==> src/rtl/lcd1602_pkg.sv <==
// Shared definitions for the HD44780/LCD1602 8-bit bus engines (reader and write sequencer).
package lcd1602_pkg;

    // Bus engine phases. IDLE waits for a request, SETUP holds RS/RW ahead of E,
    // EN_HI is the E pulse, HOLD covers hold time and minimum cycle time, DONE pulses done.
    typedef enum logic [2:0] {
        ST_IDLE  = 3'd0,
        ST_SETUP = 3'd1,
        ST_EN_HI = 3'd2,
        ST_HOLD  = 3'd3,
        ST_DONE  = 3'd4
    } lcd_state_t;

    // RS / RW pin levels
    localparam logic RS_CMD  = 1'b0;
    localparam logic RS_DATA = 1'b1;
    localparam logic RW_WR   = 1'b0;
    localparam logic RW_RD   = 1'b1;

    // Busy flag position in the status byte; the low 7 bits are the address counter
    localparam int BF_BIT = 7;

    // HD44780 commands used by the write sequencer
    localparam logic [7:0] CMD_FUNC_SET_8B = 8'h38;  // 8-bit bus, 2 lines, 5x8 font
    localparam logic [7:0] CMD_DISP_ON     = 8'h0C;  // display on, cursor off
    localparam logic [7:0] CMD_ENTRY_INC   = 8'h06;  // increment address, no shift
    localparam logic [7:0] CMD_CLEAR       = 8'h01;  // clear display
    localparam logic [7:0] CMD_SET_DDRAM   = 8'h80;  // set DDRAM address (OR in address)

    // Width of a down-counter that must hold (N-1) for the largest of three phase lengths
    function automatic int phase_width(input int a, input int b, input int c);
        int m;
        m = a;
        if (b > m) m = b;
        if (c > m) m = c;
        return $clog2(m + 1);
    endfunction

endpackage

==> src/rtl/lcd_phase_timer.sv <==
// Loadable down-counter used to time each bus phase; loading (N-1) gives a phase of N cycles.
module lcd_phase_timer #(
    parameter int W = 5
) (
    input  logic         clk,
    input  logic         rst,
    input  logic         i_load,
    input  logic [W-1:0] i_load_val,
    output logic [W-1:0] o_value,
    output logic         o_zero
);

    logic [W-1:0] r_cnt;

    // Load on request, otherwise count down and park at zero
    always_ff @(posedge clk) begin
        if (rst) begin
            r_cnt <= '0;
        end else if (i_load) begin
            r_cnt <= i_load_val;
        end else if (r_cnt != '0) begin
            r_cnt <= r_cnt - 1'b1;
        end
    end

    assign o_value = r_cnt;
    assign o_zero  = (r_cnt == '0);

endmodule

==> src/rtl/lcd1602_reader.sv <==
// Read-side bus engine for the LCD1602: single status reads, single data reads, and a
// busy-flag poll loop that repeats status reads until BF=0 or POLL_MAX reads were made.
//
// Handshake: req is accepted on a clock edge where the engine is in IDLE (busy=0); busy
// rises on that edge and stays high through the DONE cycle; done pulses for exactly one
// cycle when the request finishes. Requests while busy=1 are dropped, never queued.
module lcd1602_reader
    import lcd1602_pkg::*;
#(
    parameter int T_AS_CYC = 4,
    parameter int T_EH_CYC = 25,
    parameter int T_EL_CYC = 25,
    parameter int POLL_MAX = 4096,
    localparam int PHASE_W = phase_width(T_AS_CYC, T_EH_CYC, T_EL_CYC)
) (
    input  logic               clk,
    input  logic               rst,
    input  logic               req,
    input  logic               req_rs,
    input  logic               req_poll,
    output logic               busy,
    output logic               done,
    output logic               timeout,
    output logic [7:0]         rd_data,
    output logic               bf,
    output logic [6:0]         ac,
    output logic               lcd_rs,
    output logic               lcd_rw,
    output logic               lcd_en,
    input  logic [7:0]         lcd_dat_i,
    output lcd_state_t         dbg_state,
    output logic [PHASE_W-1:0] dbg_phase_cnt
);

    localparam int PCW = $clog2(POLL_MAX + 1);

    lcd_state_t         r_state;
    logic               r_rs_l;
    logic               r_poll_l;
    logic [PCW-1:0]     r_poll_cnt;
    logic               r_busy;
    logic               r_done;
    logic               r_timeout;
    logic [7:0]         r_rd_data;
    logic               r_bf;
    logic [6:0]         r_ac;
    logic               r_lcd_rs;
    logic               r_lcd_rw;
    logic               r_lcd_en;

    logic               w_tmr_load;
    logic [PHASE_W-1:0] w_tmr_val;
    logic [PHASE_W-1:0] w_tmr_value;
    logic               w_tmr_zero;
    logic               w_poll_again;
    logic               w_rs_sel;

    // A poll request always reads status, whatever req_rs says
    assign w_rs_sel = req_poll ? RS_CMD : req_rs;

    lcd_phase_timer #(
        .W (PHASE_W)
    ) u_timer (
        .clk        (clk),
        .rst        (rst),
        .i_load     (w_tmr_load),
        .i_load_val (w_tmr_val),
        .o_value    (w_tmr_value),
        .o_zero     (w_tmr_zero)
    );

    // Phase timer reload at every phase boundary, and the poll-continue decision
    always_comb begin
        w_tmr_load   = 1'b0;
        w_tmr_val    = '0;
        w_poll_again = r_poll_l && r_bf && ((int'(r_poll_cnt) + 1) < POLL_MAX);
        case (r_state)
            ST_IDLE: begin
                if (req) begin
                    w_tmr_load = 1'b1;
                    w_tmr_val  = PHASE_W'(T_AS_CYC - 1);
                end
            end
            ST_SETUP: begin
                if (w_tmr_zero) begin
                    w_tmr_load = 1'b1;
                    w_tmr_val  = PHASE_W'(T_EH_CYC - 1);
                end
            end
            ST_EN_HI: begin
                if (w_tmr_zero) begin
                    w_tmr_load = 1'b1;
                    w_tmr_val  = PHASE_W'(T_EL_CYC - 1);
                end
            end
            ST_HOLD: begin
                if (w_tmr_zero && w_poll_again) begin
                    w_tmr_load = 1'b1;
                    w_tmr_val  = PHASE_W'(T_AS_CYC - 1);
                end
            end
            default: ;
        endcase
    end

    // Bus FSM with registered pin and status outputs
    always_ff @(posedge clk) begin
        if (rst) begin
            r_state    <= ST_IDLE;
            r_rs_l     <= RS_CMD;
            r_poll_l   <= 1'b0;
            r_poll_cnt <= '0;
            r_busy     <= 1'b0;
            r_done     <= 1'b0;
            r_timeout  <= 1'b0;
            r_rd_data  <= '0;
            r_bf       <= 1'b0;
            r_ac       <= '0;
            r_lcd_rs   <= RS_CMD;
            r_lcd_rw   <= RW_WR;
            r_lcd_en   <= 1'b0;
        end else begin
            r_done <= 1'b0;
            case (r_state)
                ST_IDLE: begin
                    if (req) begin
                        r_rs_l     <= w_rs_sel;
                        r_poll_l   <= req_poll;
                        r_timeout  <= 1'b0;
                        r_poll_cnt <= '0;
                        r_busy     <= 1'b1;
                        r_lcd_rs   <= w_rs_sel;
                        r_lcd_rw   <= RW_RD;
                        r_state    <= ST_SETUP;
                    end
                end
                ST_SETUP: begin
                    if (w_tmr_zero) begin
                        r_lcd_en <= 1'b1;
                        r_state  <= ST_EN_HI;
                    end
                end
                ST_EN_HI: begin
                    // The bus is sampled on the last E-high edge, just as E falls
                    if (w_tmr_zero) begin
                        r_lcd_en  <= 1'b0;
                        r_rd_data <= lcd_dat_i;
                        if (r_rs_l == RS_CMD) begin
                            r_bf <= lcd_dat_i[BF_BIT];
                            r_ac <= lcd_dat_i[6:0];
                        end
                        r_state <= ST_HOLD;
                    end
                end
                ST_HOLD: begin
                    if (w_tmr_zero) begin
                        if (w_poll_again) begin
                            // RS/RW stay asserted; the next status read starts without an IDLE gap
                            r_poll_cnt <= r_poll_cnt + 1'b1;
                            r_state    <= ST_SETUP;
                        end else begin
                            if (r_poll_l && r_bf) begin
                                r_timeout <= 1'b1;
                            end
                            r_done   <= 1'b1;
                            r_lcd_rw <= RW_WR;
                            r_lcd_rs <= RS_CMD;
                            r_state  <= ST_DONE;
                        end
                    end
                end
                ST_DONE: begin
                    r_busy  <= 1'b0;
                    r_state <= ST_IDLE;
                end
                default: begin
                    r_state <= ST_IDLE;
                end
            endcase
        end
    end

    assign busy          = r_busy;
    assign done          = r_done;
    assign timeout       = r_timeout;
    assign rd_data       = r_rd_data;
    assign bf            = r_bf;
    assign ac            = r_ac;
    assign lcd_rs        = r_lcd_rs;
    assign lcd_rw        = r_lcd_rw;
    assign lcd_en        = r_lcd_en;
    assign dbg_state     = r_state;
    assign dbg_phase_cnt = w_tmr_value;

endmodule
==> config.mk <==
export PLATFORM = sky130hd
export DESIGN_NAME = lcd1602_reader
export DESIGN_NICKNAME = d
export VERILOG_FILES = /design/src/rtl/lcd1602_pkg.sv /design/src/rtl/lcd_phase_timer.sv /design/src/rtl/lcd1602_reader.sv
export SDC_FILE = /design/constraint.sdc
export NUM_CORES = 1
export LEC_CHECK = 0
export CAP_MARGIN = 5
export CORE_ASPECT_RATIO = 0.6
export CORE_MARGIN = 2
export CORE_UTILIZATION = 40
export CTS_CLUSTER_SIZE = 20
export DETAILED_ROUTE_END_ITERATION = 10
export HOLD_SLACK_MARGIN = 0.15
export PLACE_DENSITY_LB_ADDON = 0.3
export SLEW_MARGIN = 20
export SYNTH_ARGS = -nofsm -noshare
export SYNTH_HDL_FRONTEND = slang
export SYNTH_SLANG_ARGS = --single-unit
==> constraint.sdc <==
create_clock -name clk -period 1.95 [get_ports clk]
set_clock_uncertainty 0.05 [all_clocks]
set_input_delay 0.2925 -clock clk [delete_from_list [all_inputs] [get_ports clk]]
set_output_delay 0.2925 -clock clk [all_outputs]
set_load 0.01 [all_outputs]
; Word level (Yosys, flattened, before mapping)
; Cells that the tools add are included.
[word_totals]
out_inout_bits = 30
elab_cells = 90
register_bits = 45
in_bits = 13
[op_classes]
magnitude_cmp = 1
bitwise = 3
eq_ne = 11
n_reduce_logical = 21
addsub = 3
muxes = 37
[ops]
columns = operator, n
row1 = $mux W13, 3
row2 = $pmux W13 S2, 1
row3 = $mux W1, 15
row4 = $mux W3, 5
row5 = $mux W5, 3
row6 = $pmux W5 S3, 1
row7 = $add A13 B1 Y14 const B, 1
row8 = $lt A14 B13 Y1 const B, 1
row9 = $ne A2 B2 Y1 const B, 7
row10 = $add A13 B1 Y13 const B, 1
row11 = $pmux W3 S4, 1
row12 = $reduce_and A4 Y1, 3
row13 = $pmux W1 S2, 5
row14 = $reduce_bool A2 Y1, 4
row15 = $eq A3 B2 Y1 const B, 2
row16 = $reduce_and A2 Y1, 3
row17 = $reduce_and A3 Y1, 2
row18 = $logic_not A5 Y1, 1
row19 = $reduce_and A5 Y1, 1
row20 = $reduce_bool A5 Y1, 1
row21 = $sub A5 B1 Y5 const B, 1
row22 = $mux W2, 2
row23 = $eq A3 B1 Y1 const B, 1
row24 = $eq A3 B3 Y1 const B, 1
row25 = 6 further kinds, 10

; Depth between registers and ports, before layout
; Gate-level depths: netlist of run 1.
[depth]
depth_word = 7
mapped_depth = 8
depth_no_buf = 7

; Hierarchy
; A second synthesis of run 1 with hierarchy kept.
[unflattened]
hier_cells = 244
area_unflattened_um2 = 2095.8
[modules_own_cells]
columns = mod, cells_per_inst, seq_area_each_um2, area_per_inst_um2, instances
row1 = lcd1602_reader, 212, 800.8, 1808.0, 1
row2 = lcd_phase_timer, 32, 100.1, 287.8, 1

; Worst setup path after synthesis of run 1
; Ideal clock, no wire load.
[synth_path]
path_kind = flip-flop to flip-flop
start = register u_timer.r_cnt[0] (netlist: u_timer.o_value[0])
end = register r_poll_cnt[5]
path_buffers = 1
arrival_time_ns = 2.010
path_stages_with_launch = 9
setup_slack_ns = -0.185
t_required_ns = 1.826
setup_ns = 0.074
period_less_slack_ns = 2.135
path_cell_list = dfxtp_1 > inv_1 > ha_1 > or4b_1 > buf_6 > o21ai_4 > nand4_1 > or4_1 > o21ai_0
[synth_via]
elab_chain_len = 3
[synth_lines]
columns = item, line_no
row1 = from (decl), lcd_phase_timer.sv:13  ; logic [W-1:0] r_cnt;
row2 = from (signal assigned), lcd_phase_timer.sv:20  ; r_cnt <= i_load_val;
row3 = from (signal assigned), lcd_phase_timer.sv:22  ; r_cnt <= r_cnt - 1'b1;
row4 = $logic_not A5 Y1, lcd_phase_timer.sv:27  ; assign o_zero = (r_cnt == '0);
row5 = $ne A2 B2 Y1 (no line), -
row6 = $reduce_and A4 Y1 (no line), -
row7 = to (signal assigned), lcd1602_reader.sv:159  ; r_poll_cnt <= r_poll_cnt + 1'b1;
row8 = to (decl), lcd1602_reader.sv:40  ; logic [PCW-1:0] r_poll_cnt;
; No other way between the ends.
; A chain may end at the register's enable or synchronous reset.

; Final worst setup path of run 1
[layout_path]
start = register u_timer.r_cnt[1] (netlist: u_timer.o_value[1])
end = register r_poll_cnt[2]
; Same word-level chain as after synthesis.

==> metrics.md, run 1 <==
| Metric | Value |
|---|---|
| Post-route core utilization | 60.6% |
| Post-synth cell types | 47 |
| Yosys reg bits | 45 |
| Peak supply drop | around 0.58 mV |
| Clock Sinks | 45 |
| Start of the worst register-to-register path | u_timer.o_value[1] |
| Wirelength per Cell | between 10 and 15 um |
| Min-delay worst type | reg -> reg |
| Syn_nets | 254 |
| Synth Cell Area | 2040 um2 |
| Largest net degree at the start of global routing | 35 |
| Syn_area_per_cell | 8.57 um2 |
| Setup ws final | -102 ps |
| DRT antenna net count | 0 |
| Layout fillers | approximately 440 |
| Commonest non-fill, non-tap cell in the layout | clkdlybuf4s50_1 |
| Critical path startpoint category | flip-flop |
| Initial core utilization | between 40% and 50% |
| Vias per Instance | 5.30 |
| Mapped Cells | about 240 |
| Fraction of layout instances using a drive strength above 1 | a little over a quarter |
| Cell depth of the worst hold path | 2 |
| Num CTS Buffers | 5 |
| Async set-or-reset flop fraction in the synthesized netlist | 0% |
| DR pass1 iterations | 4 |
| Post-synthesis sequential area ratio | approximately 44% |
| Ant. Diodes | 0 |
| Critical Path Fanout Max | 6 |
| Placement row count | 20 |
| Data required, critical path | 2130 ps |
| Worst EP arrival | 2230 ps |
| Max-cap viol count | 0 |
| RSZ-0062 raised after global routing | yes |
| Placement Setup Slack | -290 ps |
| Crit. End Element | flip-flop |
| DRC viols | 0 |
| H-tree depth | 2 |
| Final hold viol count | 0 |
| Vias in the first global route | approximately 1800 |
| Ys Warns | 0 |
| Status | finished with violations |
| Terminus of the critical flop-to-flop path | r_poll_cnt[2] |
| Total congestion overflow | 0 |
| Tot GR Track Use | about a fifth |
| Die area | ~5700 um2 |
| Synth top area share | between 40% and 50% |
| Static leakage | 1.09 nW |
| IO buf count | 42 |
| Via count | slightly above 2000 |
| Worst Hold Path EP | rd_data[6] |
| Horiz. Die Dim | between 90 and 100 um |
| Fmax achieved | 487 MHz |
| Failing checks | setup timing |
| Worst setup path category | reg -> reg |
| Pwr Density | approximately 1100 nW/um2 |
| TritonCTS clock tree | done |
| Io pins | 43 |
| Initial antenna violation count | 0 |
| # nets final | ~340 |
| First-pass GRT wire length | between 8000 and 9000 um |
| Ys flop type | dfxtp_1 |
| FF-to-FF setup slack | -100 ps |
| Synth area leaders | dfxtp_1, a21oi_1, nand2_1 |
| Detailed-placement wirelength estimate | 4120 um |
| Post-synth top area cell | dfxtp_1 |
| 1st-iter DRT viols | roughly 110 |
| Synth-to-Final Area Change | 47.9% |
| Final setup vio count | 6 |
| Worst-path clk slew | 100 ps |
| DP Cell Count | about 370 |
| Hold-fix buffers at CTS | 0 |
| Final Cycle Share | 105% |
| Worst slew pin tran | roughly 400 ps |
| Most frequent cells in the layout | clkdlybuf4s50_1, buf_4, dfxtp_1 |
| Final min period | approximately 2000 ps |
| Placer congestion estimate | about 0.85 |
| Die Y | just under 60 um |
| Fin cells | slightly below 400 |
| Slew headroom | roughly three quarters |
| Final Max Slew Viols | 0 |
| Number of synthesized flops with an enable pin | 0 |
| Core Footprint | approximately 5000 um2 |
| Min-Delay Startpoint | rd_data[6] |
| Routed wire length | ~5700 um |
| CTS root buffer | clkbuf_8 |
| Reg2Reg Depth | 8 |
| Clock network latency to the later pin of the worst-skew pair | approximately 300 ps |
| Maximum clock insertion buffer count | 2 |
cells by family after synthesis:
logic type / after synthesis / synth area share [%]
buf+inv: 16 / 4.66
simple gates: 102 / 26.9
fa+ha+maj: 3 / 1.84
mux: 3 / 1.53
flops: 45 / 44.2
xor+xnor: 3 / 1.29
compound gates: 66 / 19.6
where the power goes:
group | internal [W] | total, W | switching [W]
clock network | 0.000255 | 0.000604 | 0.000349
registers | 0.00104 | 0.00115 | 0.000111
logic | 0.000808 | 0.00157 | 0.000761
total | 0.00211 | 0.00333 | 0.00122
sequential cells by signal, summed over array words and instances (netlist names):
register         cells
r_poll_l             1
lcd_rs               1
u_timer.o_value      5
bf                   1
busy                 1
done                 1
ac                   7
r_rs_l               1
dbg_state            3
rd_data              8
r_poll_cnt          13
lcd_en               1
timeout              1
lcd_rw               1
cell usage after synthesis, types with 3 or more instances:
master,instances
ha_1,3
nand3_1,6
a31oi_1,3
or4_1,5
o31ai_1,3
dfxtp_1,45
clkbuf_1,4
o21ai_0,16
inv_1,4
and2_1,4
nand2_1,37
nand4_1,8
nor2_1,15
a21oi_1,30
nor3_1,7
or3_1,4
buf_6,3
worst max-delay path, cell delays in order, from the launching register on:
cell and delay, ps:
dfxtp_4 360, inv_4 60, ha_4 130, or4b_4 500, o21ai_4 230, buf_4 150, nand2_1 50, or3_1 300
a21oi_1 150
worst max path at each step:
stage / from / to / slack (ps) / cells past startpoint
floorplan: u_timer.o_value[1] / r_poll_cnt[5] / -80 / 8
global placement: req / r_poll_cnt[5] / -240 / 6
detailed placement: req / r_poll_cnt[11] / -290 / 6
CTS: u_timer.o_value[1] / r_poll_cnt[5] / -70 / 7
global route: u_timer.o_value[1] / r_poll_cnt[10] / -190 / 7
finish: u_timer.o_value[1] / r_poll_cnt[2] / -100 / 8
per-layer routing:
metal	vias to the layer above	GRT usage (%)	part of all wire [%]
li1	1028	-	-
met1	969	32.4	54
met2	51	26.0	40
met3	4	4.83	5.7
met4	0	5.51	0.78
met5	-	0	0
area by class of cell:
type	count	area, um2	area share (%)
tap	66	82.6	2.74
sequential	45	913	30.3
inverter	5	27.5	0.913
clock inverter	3	21.3	0.705
clock buffer	5	68.8	2.28
multi-input combinational	177	1140	37.8
timing repair buffer	86	762	25.3
per-stage QoR:
step	hold slack (ps)	TNS [ps]	total power, W	instance area, um2
4_1_cts	411	-200	0.00314	2880
3_3_place_gp	393	-2250	0.00252	2770
3_5_place_dp	400	-2790	0.00255	2770
6_report	413	-416	0.00333	3020
5_1_grt	429	-1560	0.00351	3020
2_1_floorplan	378	-212	0.00194	2070
repair_timing:
action / 4_1_cts / 5_1_grt
gates resized for setup: 4 / 21
setup endpoints to repair: 11 / 18
hold endpoints to repair: 0 / 0
pin swaps: 1 / 6
setup buffers: 1 / 7
(Power assumes the default switching activity.)
==> run 2: changes to the inputs <==
==> constraint.sdc (replaced) <==
create_clock -name clk -period 1.95 [get_ports clk]
set_clock_uncertainty 0.05 [all_clocks]
set_input_delay 0.39 -clock clk [delete_from_list [all_inputs] [get_ports clk]]
set_output_delay 0.39 -clock clk [all_outputs]
set_load 0.01 [all_outputs]
==> run 2 against run 1 <==
  * The flow still finishes with violations (setup timing)
  * Largest cell class unchanged
  * Largest power group unchanged
  * First-iteration DRC count down 8.4%
  * Non-clock buffer count up 5
  * Sequential power about the same
==> metrics.md, run 2 (synthesis gave the netlist of run 1 again) <==
| Metric | Value |
|---|---|
| Critical path startpoint category | flip-flop |
| Min-delay worst type | reg -> reg |
| Ant. Diodes | 0 |
| Final Max Slew Viols | 0 |
| Worst Hold Slack | 411 ps |
| Num CTS Buffers | 5 |
| Placer congestion estimate | between 0.8 and 0.9 |
| Final Cycle Share | 106% |
| Crit. End Element | flip-flop |
| Static leakage | ~1.1 nW |
| H-tree depth | 2 |
| Post-DP Area | 2780 um2 |
| Failing checks | setup timing |
| First-pass GRT wire length | ~9200 um |
| Total congestion overflow | 0 |
| Top reg by flops | r_poll_cnt |
| Worst-path clk slew | ~90 ps |
| Initial core utilization | 41.0% |
| TritonCTS clock tree | done |
| Tot GR Track Use | between 20 and 25% |
| Post-route cell area | ~3100 um2 |
| DRC viols | 0 |
| Fin cells | roughly 400 |
| Routed wire length | 6180 um |
| Fmax achieved | around 480 MHz |
| Final min period | 2070 ps |
| Slew headroom | a little over two thirds |
| Wirelength per Cell | 15.7 um |
| # nets final | between 300 and 400 |
| Commonest non-fill, non-tap cell in the layout | buf_4 |
| Vias per Instance | 5.34 |
| Initial antenna violation count | 0 |
| Max reg flops | 13 |
| Core Footprint | 4980 um2 |
| Die Y | approximately 60 um |
| 1st-iter DRT viols | between 90 and 100 |
| Status | finished with violations |
| CTS root buffer | clkbuf_8 |
| Via count | 2100 |
| Largest net degree at the start of global routing | 20 |
| Worst setup path category | reg -> reg |
| Vias in the first global route | roughly 1800 |
| Detailed-placement wirelength estimate | 4350 um |
| Top cell by count, worst path | buf_4 |
| Fraction of layout instances using a drive strength above 1 | between 20% and 30% |
| Horiz. Die Dim | 96.2 um |
| Placement row count | 20 |
| Critical Path Fanout Max | 6 |
| Final setup vio count | 10 |
| Clock network latency to the later pin of the worst-skew pair | slightly above 300 ps |
| Final hold viol count | 0 |
| Maximum clock insertion buffer count | 2 |
| Clock Sinks | 45 |
| Most frequent cells in the layout | buf_4, clkdlybuf4s50_1, dfxtp_1 |
| Max-cap viol count | 0 |
| DRT antenna net count | 0 |
| Synth-to-Final Area Change | 52.0% |
| Worst path max stage delay | 500 ps |
| IO buf count | 42 |
| DP Cell Count | 373 |
| Hold-fix buffers at CTS | 0 |
| DR pass1 iterations | 5 |
| Die area | 5700 um2 |
| Pwr Density | roughly 1100 nW/um2 |
| Setup ws final | -117 ps |
| Cell Chain, Critical Path | inv_4 > ha_4 > or4b_4 > o21ai_4 > buf_4 > buf_4 > a31oi_1 > a41o_2 |
| Worst path slowest cell | or4b_4 |
| TNS Setup | -644 ps |
| Worst slew pin tran | 450 ps |
| Post-route core utilization | between 60 and 70% |
| Worst EP arrival | roughly 2200 ps |
| Peak supply drop | slightly below 0.6 mV |
| Io pins | 43 |
| Data required, critical path | between 2000 and 2500 ps |
| RSZ-0062 raised after global routing | yes |
[run 2: per-stage QoR]
stage,total power (W),setup WS (ps)
2_1_floorplan,0.00194,-82.2
4_1_cts,0.00332,-87.0
3_5_place_dp,0.00256,-377
5_1_grt,0.00370,-209
3_3_place_gp,0.00253,-335
6_report,0.00350,-117
[run 2: worst paths after layout]
check | startpoint | endpoint | slack (ps) | cells past startpoint
max | u_timer.o_value[1] | r_poll_cnt[8] | -120 | 8
min | rd_data[1] | rd_data[1] | 410 | 2
max reg2reg | u_timer.o_value[1] | r_poll_cnt[8] | -120 | 8
min reg2reg | rd_data[1] | rd_data[1] | 410 | 2
[run 2: area by class of cell]
type | count | area (um2)
multi-input cells | 177 | 1160
well taps | 66 | 82.6
flip-flops and latches | 45 | 915
clock buffers | 5 | 68.8
repair buffers | 91 | 803
inverters | 5 | 27.5
clock inverters | 3 | 41.3
repair inverters | 1 | 5.00
fillers | 426 | 1880
[run 2: timing repair]
action	in CTS	in global routing
resized for setup	5	26
setup endpoints to repair	14	20
pin swaps	3	14
cloned	0	2
buffers inserted	1	9
[run 2: routing by layer]
metal	track usage [%]	share of wire [%]	up-vias
li1	-	-	1038
met1	33.5	50	993
met2	27.6	41	64
met3	9.16	7.9	5
met4	4.29	0.57	0
met5	0	0	-
[run 2: worst max-delay path, delay by kind of cell, from the launching register on]
family                     cells  cell delay (ps)
adders and majority gates      1              130
AOI/OAI and AO/OA              3              580
DFF                            1              360
buffers and inverters          3              340
and+or+nand+nor                1              500
[run 2: power by group]
part | internal (W) | switching (W) | total [W] | leakage (nW)
Clock | 0.000378 | 0.000341 | 0.000719 | 0.0518
Combinational | 0.000816 | 0.000809 | 0.00162 | 0.706
Sequential | 0.00104 | 0.000116 | 0.00116 | 0.368
Total | 0.00224 | 0.00127 | 0.00350 | 1.13
==> run 3: changes to the inputs <==
- clock period: 1.95 -> 2.1 ns (I/O delays scaled with it)
==> run 3 against run 2 <==
  * The run now ends clean
  * Worst setup slack gained 130 ps
  * Clock power down 11%
  * Die area unchanged
  * Register-to-register slack gained 130 ps
  * Sequential share of layout area up 2.5 points
  * Critical path depth is 1 lower
  * Final area decreased by 9.0%
  * Via count fell by 6.4%
  * Maximum frequency shrank 0.86%
  * Cell count is 5.9% lower
  * Critical path type unchanged
  * Largest power group unchanged
==> metrics.md, run 3 (synthesis gave the netlist of run 1 again) <==
| Metric | Value |
|---|---|
| Status | complete, no violations |
| Footprint of the multi-input gates | between 1000 and 1500 um2 |
| Worst Hold Slack | slightly above 400 ps |
| Max-cap viol count | 0 |
| Cell depth of the worst hold path | 2 |
| Max Used Layer | met4 |
| Die Y | between 50 and 60 um |
| Wirelength per Cell | between 10 and 15 um |
| Min-Delay Startpoint | rd_data[4] |
| Core Footprint | 4980 um2 |
| Critical Path Fanout Max | 6 |
| Slew headroom | around 74% |
| Critical path buffers and inverters | 1 |
| 1st-iter DRT viols | between 100 and 150 |
| Worst slew pin tran | 395 ps |
| DRC viols | 0 |
| Placement Setup Slack | -243 ps |
| Met2 wire len | 1990 um |
| Vias in the first global route | 1624 |
| Num CTS Buffers | 5 |
| Crit. End Element | flip-flop |
| Worst path slowest cell | or4b_4 |
| Setup ws final | around 15 ps |
| Layout fillers | about 460 |
| Routed wire length | roughly 5200 um |
| Most frequent cells in the layout | dfxtp_1, clkdlybuf4s50_1, nand2_1 |
| CTS root buffer | clkbuf_8 |
| Die area | around 5700 um2 |
| Tot GR Track Use | about a fifth |
| Net Sw Power | between 0.001 and 0.0015 W |
| Maximum clock insertion buffer count | 2 |
| Placement row count | 20 |
| Critical path startpoint category | flip-flop |
| Via count | a little under 2000 |
| Synth-to-Final Area Change | 38.4% |
| # nets final | between 300 and 400 |
| Reg area | between 900 and 1000 um2 |
| Worst EP arrival | about 2300 ps |
| Final hold viol count | 0 |
| Max reg flops | 13 |
| Pwr Density | 1060 nW/um2 |
| First-pass GRT wire length | 8000 um |
| Post-DP Area | 2650 um2 |
| Clock power share | 21.5% |
| Combinational cell fraction of total power | between 40% and 50% |
| Ant. Diodes | 0 |
| Initial antenna violation count | 0 |
| Clock Sinks | 45 |
| Vias per Instance | between 5 and 6 |
| Io pins | 43 |
| Fmax achieved | ~480 MHz |
| RSZ-0062 raised after global routing | yes |
| Total stage count of the critical path | 7 |
| Post-route cell area | around 2800 um2 |
| Initial core utilization | 41.0% |
| Clock network latency to the later pin of the worst-skew pair | ~300 ps |
| Start of the worst register-to-register path | u_timer.o_value[1] |
| Placer congestion estimate | 0.793 |
| Worst path max stage delay | 510 ps |
| Data required, critical path | 2290 ps |
| Cell Chain, Critical Path | inv_2 > ha_4 > or4b_4 > o21ai_4 > nand4_1 > or4_1 > o21ai_1 |
| Horiz. Die Dim | 96.2 um |
| Total congestion overflow | 0 |
| Final Max Slew Viols | 0 |
| Terminus of the critical flop-to-flop path | r_poll_cnt[5] |
| Worst Hold Path EP | rd_data[4] |
| Reg2Reg Depth | 7 |
| Hold-fix buffers at CTS | 0 |
| Sequential power share | 36.4% |
| Worst-path clk slew | approximately 80 ps |
| Static leakage | 1.02 nW |
| Final setup vio count | 0 |
| TritonCTS clock tree | done |
| Fin cells | 370 |
| Min-delay worst type | reg -> reg |
| Final Cycle Share | about 100% |
| Worst setup path category | reg -> reg |
| Top reg by flops | r_poll_cnt |
| Wire length on met3 | approximately 310 um |
| H-tree depth | 2 |
| IO buf count | 42 |
| Top delay family on crit path | simple AND/OR/NAND/NOR gates |
| Fraction of layout instances using a drive strength above 1 | between 10% and 20% |
| Largest net degree at the start of global routing | 35 |
| Peak supply drop | ~0.56 mV |
| WL met1 | about 2900 um |
| DRT antenna net count | 0 |
| Final min period | 2080 ps |
| Net Sw Frac | a little over a third |
| DP Cell Count | 360 |
| Detailed-placement wirelength estimate | roughly 3800 um |
| Internal power | between 0.0015 and 0.002 W |
| DR pass1 iterations | 4 |
| FF-to-FF setup slack | 20 ps |
[run 3: cell count changes in the layout (fill, tap and decap cells not counted), sizes merged]
cell	change
buf	-20
clkinvlp	-3
clkdlybuf4s15	-1
clkinv	+1
[run 3: how the worst max path moves through the flow]
stage,from,endpoint
after floorplan,u_timer.o_value[0],r_poll_cnt[5]
after global placement,req,r_poll_cnt[5]
after detailed placement,req,r_poll_cnt[5]
after CTS,u_timer.o_value[1],r_poll_cnt[5]
after global routing,u_timer.o_value[0],r_poll_cnt[5]
final,u_timer.o_value[1],r_poll_cnt[5]
[run 3: final cells by class]
class | instances | area share, %
multi-input combinational | 177 | 38.3
sequential | 45 | 32.0
timing repair buffer | 70 | 22.3
tap | 66 | 2.93
clock buffer | 5 | 2.44
clock inverter | 2 | 1.24
inverter | 5 | 0.665
[run 3: layer usage]
layer / track usage, % / vias up
met3: 4.33 / 2
met5: 0 / -
met4: 6.73 / 0
met1: 31.2 / 910
met2: 21.8 / 60
li1: - / 993
[run 3: stage by stage]
stage | total power, W | util, % | TNS [ps]
floorplan | 0.00175 | - | 0
global route | 0.00315 | 56.7 | -193
global placement | 0.00223 | 53.3 | -2030
detailed placement | 0.00224 | 53.3 | -2440
finish | 0.00298 | 56.7 | 0
CTS | 0.00289 | 55.5 | 0
[run 3: power groups by stage]
| stage | Sequential (W) | Clock (W) | Combinational, W |
|---|---|---|---|
| 2_1_floorplan | 0.00111 | 0 | 0.000637 |
| 3_3_place_gp | 0.00109 | 0 | 0.00114 |
| 3_5_place_dp | 0.00109 | 0 | 0.00115 |
| 4_1_cts | 0.00107 | 0.000654 | 0.00117 |
| 5_1_grt | 0.00110 | 0.000685 | 0.00136 |
| 6_report | 0.00108 | 0.000641 | 0.00125 |
[run 3: tightest hold or removal path, cell delays in order, from the launching register on]
cell and delay [ps]:
dfxtp_1 310, nand2_1 50, a21oi_1 50
[run 3: timing repair]
item | 4_1_cts | 5_1_grt
setup buffers | 0 | 3
gates cloned | 0 | 0
setup endpoints to repair | 3 | 9
resized for setup | 1 | 11
pin swaps | 0 | 5
